$ cat src/rtl/sdram_write_feeder.sv
// ---------------------------------------------------------------------------
// sdram_write_feeder: host write FIFO and run control for the SDRAM write engine
// Revision: 1.0
// ---------------------------------------------------------------------------
`default_nettype none

module sdram_write_feeder #(
  parameter int DEPTH_LOG2   = 4,
  parameter int IDLE_TIMEOUT = 64
) (
  input  logic                  clk,
  input  logic                  rst,
  input  logic                  wr_stb,
  input  logic [21:0]           wr_addr,
  input  logic [31:0]           wr_data,
  input  logic [3:0]            wr_sel,
  output logic                  wr_ack,
  output logic                  wr_busy,
  output logic                  en,
  output logic [21:0]           address,
  input  logic                  ready,
  output logic [35:0]           fifo_data,
  output logic                  fifo_empty,
  input  logic                  fifo_rd,
  output logic [DEPTH_LOG2:0]   level
);

  localparam int DEPTH = 1 << DEPTH_LOG2;
  localparam int TW    = $clog2(IDLE_TIMEOUT + 1);

  typedef enum logic [1:0] {
    IDLE  = 2'd0,
    RUN   = 2'd1,
    DRAIN = 2'd2
  } state_t;

  state_t                state, state_next;
  logic [35:0]           mem [DEPTH];
  logic [DEPTH_LOG2-1:0] wr_ptr, rd_ptr;
  logic [21:0]           next_addr;
  logic [TW-1:0]         idle_cnt, cnt_next;
  logic [DEPTH_LOG2:0]   level_next;
  logic                  pop, space, addr_ok, accept, en_next;

  // Level MSB set means every slot is occupied.
  assign pop     = fifo_rd && (level != '0);
  assign space   = !level[DEPTH_LOG2] || pop;
  assign accept  = wr_stb && space && addr_ok;
  assign wr_busy = wr_stb && !accept;

  always_comb begin
    addr_ok    = 1'b0;
    state_next = state;
    en_next    = en;
    cnt_next   = '0;
    case (state)
      IDLE: begin
        addr_ok = ready;
        if (accept) begin
          en_next    = 1'b1;
          state_next = RUN;
        end
      end
      RUN: begin
        addr_ok = (wr_addr == next_addr);
        if (wr_stb && !addr_ok) begin
          state_next = DRAIN;
        end else if (level != '0 || wr_stb) begin
          cnt_next = '0;
        end else if (idle_cnt == TW'(IDLE_TIMEOUT - 1)) begin
          state_next = DRAIN;
        end else begin
          cnt_next = idle_cnt + 1'b1;
        end
      end
      DRAIN: begin
        if (level == '0) en_next = 1'b0;
        if (!en && ready) state_next = IDLE;
      end
      default: state_next = IDLE;
    endcase
  end

  always_comb begin
    case ({accept, pop})
      2'b10:   level_next = level + 1'b1;
      2'b01:   level_next = level - 1'b1;
      default: level_next = level;
    endcase
  end

  always_ff @(posedge clk) begin
    if (rst) begin
      state      <= IDLE;
      en         <= 1'b0;
      address    <= '0;
      next_addr  <= '0;
      idle_cnt   <= '0;
      wr_ack     <= 1'b0;
      level      <= '0;
      fifo_empty <= 1'b1;
      fifo_data  <= '0;
      wr_ptr     <= '0;
      rd_ptr     <= '0;
    end else begin
      state      <= state_next;
      en         <= en_next;
      idle_cnt   <= cnt_next;
      wr_ack     <= accept;
      level      <= level_next;
      fifo_empty <= (level_next == '0);
      if (accept) begin
        wr_ptr    <= wr_ptr + 1'b1;
        next_addr <= wr_addr + 22'd2;
        if (state == IDLE) address <= wr_addr;
      end
      if (pop) begin
        fifo_data <= mem[rd_ptr];
        rd_ptr    <= rd_ptr + 1'b1;
      end
    end
  end

  // Storage needs no reset: pointers define which entries are live.
  always_ff @(posedge clk) begin
    if (accept && !rst) mem[wr_ptr] <= {~wr_sel, wr_data};
  end

endmodule

`default_nettype wire

$ cat config.mk
export PLATFORM = sky130hd
export DESIGN_NAME = sdram_write_feeder
export DESIGN_NICKNAME = d
export VERILOG_FILES = /design/src/rtl/sdram_write_feeder.sv
export SDC_FILE = /design/constraint.sdc
export NUM_CORES = 1
export LEC_CHECK = 0
export CAP_MARGIN = 40
export CORE_MARGIN = 5
export CORE_UTILIZATION = 50
export DETAILED_ROUTE_END_ITERATION = 8
export HOLD_SLACK_MARGIN = 0.1
export PLACE_DENSITY = 0.67
export SYNTH_ARGS = -nofsm -noshare
export SYNTH_HDL_FRONTEND = slang
export SYNTH_SLANG_ARGS = --single-unit
$ cat constraint.sdc
create_clock -name clk -period 7.7 [get_ports clk]
set_input_delay 1.54 -clock clk [delete_from_list [all_inputs] [get_ports clk]]
set_output_delay 1.54 -clock clk [all_outputs]
set_load 0.02 [all_outputs]
---- After elaboration in Yosys (flattened, before gate mapping) ----
Memories as Yosys holds them, arrays and structs flattened. A register that Yosys moved wholly into a read port is not among the register bits.
Index checks and enable logic that the tools add are counted.
cells by class
  add/subtract/negate cells ............... 6
  mux-type cells .......................... 13
  reduce and logical (&&, ||, !) cells .... 23
  equal/unequal tests ..................... 11
  bitwise logic cells ..................... 2
operators by type and width
  operator               count
  $add 22x2->22 const B  1
  $eq 22x22->1           1
  $logic_not 5->1        2
  $mux 2                 5
  $pmux 5 s2             1
  $add 4x1->4 const B    2
  $add 7x1->7 const B    1
  $eq 7x6->1 const B     1
  $logic_and 1x1->1      7
  $ne 2x2->1 const B     3
  $ne 3x3->1 const B     2
  $pmux 2 s3             1
  $add 5x1->5 const B    1
  $logic_not 1->1        5
  $reduce_bool 5->1      1
  $reduce_or 5->1        1
  $sub 5x1->5 const B    1
  $eq 2x1->1 const B     2
  $eq 2x2->1 const B     2
  $mux 1                 4
  $not 4->4              1
  $pmux 1 s2             2
  $reduce_and 4->1       1
  $reduce_and 3->1       1
  other kinds (5)        6
word-level totals
  bits in writable memories ............... 576
  bits in registers ....................... 69
  output and inout port bits .............. 67
  bits of input ports ..................... 63
  memories ................................ 1
  logic and storage cells ................. 66
memory list
  memory  words  bits a word  rd ports  clocked after Yosys merged registers in  write ports  line  RTL
  mem     16     36           1         1                                        1            38    logic [35:0] mem [DEPTH];

---- Depth between registers and ports, before layout ----
  depth in word-level cells ............... 8
  gate-level depth with buffers ........... 14
  depth with buffers taken out ............ 11

---- Least setup slack after synthesis ----
No wires, ideal clock.
  kind .................................... input to register
  start ................................... input port wr_addr[6]
  end ..................................... memory mem[10][0] (enable)
  stages .................................. 8
  data required time ...................... 7.226 ns
  setup slack ............................. 1.754 ns
  arrival time ............................ 5.472 ns
  library setup time ...................... 0.474 ns
  path buffers ............................ 3
  path through ............................ buf_6 -> xor2_2 -> nor4_4 -> nand2_2 -> o41a_1 -> buf_6 -> buf_2 -> nor3_1
between the ends
  cells in the longest elaborated chain, start to end .. 6
RTL lines
  what                          line  RTL
  start: declaration            14    input logic [21:0] wr_addr,
  $eq 22x22->1                  65    addr_ok = (wr_addr == next_addr);
  $pmux 1 s2                    56    case (state)
  $logic_and 1x1->1             48    assign accept = wr_stb && space && addr_ok;
  $logic_and 1x1->1             126   if (accept && !rst) mem[wr_ptr] <= {~wr_sel, wr_data};
  $mux 1                        126
  $mux 1 (implied by the code)  126
  end: declaration              38
No other way between the ends.

---- Worst setup path after layout ----
  start ................................... input port wr_addr[5]
  end ..................................... output port wr_busy
between the ends
  cells in the longest elaborated chain, start to end .. 5
RTL lines
  what               line  RTL
  $eq 22x22->1       65
  $pmux 1 s2         56
  $logic_and 1x1->1  48
  $logic_not 1->1    49    assign wr_busy = wr_stb && !accept;
  $logic_and 1x1->1  49
  end: declaration   18    output logic wr_busy,
No other way between the ends.

==> metrics.csv <==
stage,metric,value,unit
die,area of the core,0.05245,sq mm
global_route,initial antenna violation count,1,
timing,highest clock rate,178.0,MHz
timing,final count of hold timing violations,0,
critical_path,maximum net fanout on the critical path,7,
critical_path,critical path class,in -> out,
worst_hold_path,Worst Hold Path Cells,2,
global_route,grt ovf,0,
drt,detail-routed via count per cell,5.900,
synth,share of the yosys chip area belonging to registers,73.52,%
worst_hold_path,origin of the worst min-delay path,address[15],
timing,number of failing setup endpoints in the final timing report,0,
placed_design,dpl hpwl,31840,microns
global_route,number of global-route vias before repair,14140,
synth,"flops & latches, synth",681,
critical_path,r2r setup slk,3.89,ns
finish,relative area change from synthesis to final layout,17.63,%
die,initial cell density of the core,50.31,%
timing,Final Hold Slack,0.4556,ns
clock_network,number of gates resized after CTS,0,
die,total number of placement rows,84,
synth,post-synth top area cell,edfxtp_1,
drt,drc violations,0,
power,Power per Cell Area,298.2,mW/mm^2
critical_path,Reg-to-Reg Start,level[0],
placed_design,number of buffers inserted by port buffering,129,
drt,number of vias after detailed routing,13740,
power,leakage power,9.830,nW
clock_network,later-pin clock latency in the skew report,0.61,ns
drt,"wirelength, routed",56970,microns
die,DIE AREA,0.05747,sq mm
drt,length of the first detailed-routing pass in iterations,8,
die,Die Span X,239.7,microns
synth,number of distinct library cell variants in the gate-level netlist after synthesis,53,
critical_path,Critical Path Max Stage Delay,0.58,ns
critical_path,Setup crit end kind,primary output,
timing,max-slew violation count,0,
clock_network,number of hold buffers added after cts,0,
clock_network,TritonCTS clock tree,built,
synth,dominant register cell in the synthesized netlist,edfxtp_1,
die,Die H,239.7,microns
critical_path,required arrival time at the worst endpoint,6.16,ns
timing,Worst Clk Skew,0.02342,ns
critical_path,element type at the critical path start,input pin,
placed_design,routability congestion estimate,0.8015,
placed_design,pre-CTS setup slack,2.140,ns
clock_network,clock edge transition at the registers on the reported setup and hold paths,0.06,ns
synth,share of async-settable or async-resettable flops after synthesis,0,%
timing,Setup WS post-layout,2.083,ns
worst_hold_path,path class of the lowest-slack min-delay path,reg -> reg,
power,maximum resistive drop on vdd,0.2202,mV
critical_path,cell count of the worst reg-to-reg path,12,
clock_network,root buffer cell,clkbuf_16,
die,number of placed I/O pins,130,
critical_path,Crit Reg-Reg Endpoint,fifo_empty,
timing,worst slew pin tran,1.114,ns
outcome,status,"finished, final reports clean",
timing,setup_tns,0,ns
global_route,largest net degree at the start of global routing,148,
worst_hold_path,worst hold endpoint,address[15],
clock_network,total setup buffers inserted after CTS,0,
timing,post-layout min period,5.617,ns
drt,number of DRC violations after detailed-routing iteration 0,997,
drt,WL per Instance,24.46,microns
critical_path,Critical-path top delay cell,clkdlybuf4s50_1,
drt,remaining antenna violation count,0,
timing,max-slew headroom at the worst pin,25.76,%
synth,cells taking the most area after synthesis,"edfxtp_1 66%, mux4_2 12%, dfxtp_1 8.0%",
global_route,Tot GR Track Use,20.01,%
synth,"EDFF count, synth",576,
critical_path,Worst Path Arrival,4.08,ns
synth,synthesized instance count,1430,
synth,Post-Syn Area per Cell,18.45,sq um
timing,portion of the clock cycle consumed by the worst path in the final layout,72.94,%
critical_path,"Critical Path, Cell by Cell",clkdlybuf4s50_1 > xor2_1 > nor4_1 > nand4_1 > o41a_2 > and2_1 > clkdlybuf4s50_1,
clock_network,total number of clock tree sinks,681,
synth,total of warnings raised by yosys,0,
clock_network,TritonCTS buffer count,71,
finish,number of nets in the final layout,1657,
synth,post-synthesis instance area,0.02639,sq mm
timing,setup repair after global routing missed its margin,no,
synth,Mapped Nets,1505,
clock_network,maximum level of the CTS H-tree,3,
flow_run,reported max-cap violation count,0,
synth,share of Yosys cell area claimed by the top area cell type,65.55,%
finish,share of layout cells above drive strength 1,20.37,%
clock_network,buffer depth of the longest clock path,3,
global_route,wire length of the first global-routing pass,86790,microns
critical_path,most numerous cell on the critical path,clkdlybuf4s50_1,
-- kinds of logic (layout without fill, tap and decap cells) --
group	Yosys count	after routing	share of synthesized area, %
compound gates	171	171	4.453
xor+xnor	43	43	1.456
fa+ha+maj	12	12	0.5975
buf+inv	102	312	1.650
flops	681	681	73.52
mux	172	172	13.60
other cells	0	1	0
simple gates	249	249	4.723
-- report_power, final --
part / total, mW / internal, mW / leakage [nW] / switching [mW]
Sequential: 4.25 / 4.11 / 6.04 / 0.131
Combinational: 1.61 / 0.812 / 2.67 / 0.793
Clock: 3.41 / 2.01 / 1.12 / 1.40
Total: 9.26 / 6.93 / 9.83 / 2.33
-- stage by stage --
stage          power (mW)  std cells  utilization [%]  area [sq um]
3_5_place_dp        5.959       2197            54.71         28700
4_1_cts             9.364       2328            59.18         31040
6_report            9.257       2329            59.19         31040
2_1_floorplan       5.407       1430                -         26390
3_3_place_gp        5.912       2190            54.50         28580
5_1_grt             9.643       2328            59.18         31040
-- synthesized netlist by cell type, types with 3 or more instances --
| library cell | number |
|---|---|
| nand3_1 | 51 |
| o21ai_1 | 38 |
| inv_1 | 11 |
| xor2_1 | 29 |
| mux2i_1 | 11 |
| and4_1 | 3 |
| buf_1 | 9 |
| nor2_1 | 34 |
| o21ai_0 | 12 |
| a221oi_1 | 36 |
| and3_1 | 3 |
| nand2b_1 | 4 |
| nand4_1 | 6 |
| a22o_1 | 36 |
| and2_1 | 3 |
| o31ai_1 | 3 |
| ha_1 | 11 |
| buf_6 | 4 |
| clkbuf_1 | 58 |
| or3_1 | 5 |
| xnor2_1 | 13 |
| dfxtp_1 | 105 |
| mux2_1 | 5 |
| mux2_4 | 12 |
| nor3_1 | 17 |
| nor2b_1 | 21 |
| edfxtp_1 | 576 |
| nand2_1 | 80 |
| nor4_2 | 4 |
| mux4_2 | 144 |
| buf_2 | 18 |
| nor4_1 | 11 |
| a21oi_1 | 33 |
-- cell type report --
class                           count  area [sq um]
Inverter                           13         48.80
Fill cell                        3869         21410
Clock inverter                     45         489.2
Multi-Input combinational cell    647          6678
Clock buffer                       86          1853
Antenna cell                        1         2.502
Tap cell                          688         860.8
Timing Repair Buffer              168          1702
Sequential cell                   681         19410
-- cell usage in the layout, fill, tap and decap left out, types with 4 or more instances in the layout --
master | netlist | layout
a21oi_1 | 33 | 33
a221oi_1 | 36 | 36
a22o_1 | 36 | 36
buf_12 | 0 | 6
buf_4 | 0 | 29
bufinv_16 | 0 | 8
clkbuf_1 | 58 | 13
clkbuf_16 | 0 | 71
clkdlybuf4s50_1 | 0 | 128
clkinv_1 | 1 | 10
clkinv_2 | 0 | 11
clkinvlp_4 | 0 | 8
dfxtp_1 | 105 | 103
edfxtp_1 | 576 | 576
ha_1 | 11 | 11
inv_1 | 11 | 11
inv_6 | 0 | 4
mux2_1 | 5 | 5
mux2_4 | 12 | 12
mux2i_1 | 11 | 11
mux4_2 | 144 | 144
nand2_1 | 80 | 78
nand2b_1 | 4 | 4
nand3_1 | 51 | 51
nand4_1 | 6 | 6
nor2_1 | 34 | 33
nor2b_1 | 21 | 19
nor3_1 | 17 | 5
nor3_2 | 0 | 12
nor4_1 | 11 | 11
nor4_4 | 1 | 5
o21ai_0 | 12 | 12
o21ai_1 | 38 | 38
or3_1 | 5 | 5
xnor2_1 | 13 | 13
xor2_1 | 29 | 29
-- layer usage --
| layer | track usage, % | vias up | wire length (microns) |
|---|---|---|---|
| met3 | 3.512 | 85 | 2904 |
| li1 | - | 6090 | - |
| met2 | 32.86 | 377 | 28340 |
| met5 | 0 | - | 0 |
| met1 | 28.39 | 7190 | 24670 |
| met4 | 4.946 | 0 | 1054 |
-- worst max path at each step --
stage / startpoint / slack (ns) / end
6_report: wr_addr[5] / 2.08 / wr_busy
5_1_grt: wr_addr[5] / 1.90 / wr_busy
4_1_cts: wr_addr[5] / 2.12 / wr_busy
3_5_place_dp: wr_addr[5] / 2.14 / wr_busy
3_3_place_gp: wr_addr[3] / 2.14 / wr_busy
2_1_floorplan: wr_addr[6] / 1.75 / mem[10][0]
-- sequential cells by signal, indices dropped and copies added, names as in the netlist --
signal / cells
idle_cnt: 7
address: 22
fifo_data: 36
next_addr: 22
en: 1
rd_ptr: 4
fifo_empty: 1
mem: 576
wr_ptr: 4
level: 5
wr_ack: 1
state: 2
-- critical path, delay by kind of cell --
kind / cells / cell delay, ns
buffers and inverters: 2 / 1.11
AND/OR/NAND/NOR: 3 / 0.74
AO/OA/AOI/OAI: 1 / 0.47
XOR/XNOR: 1 / 0.22
No activity file was read; power rests on OpenSTA's default activity.
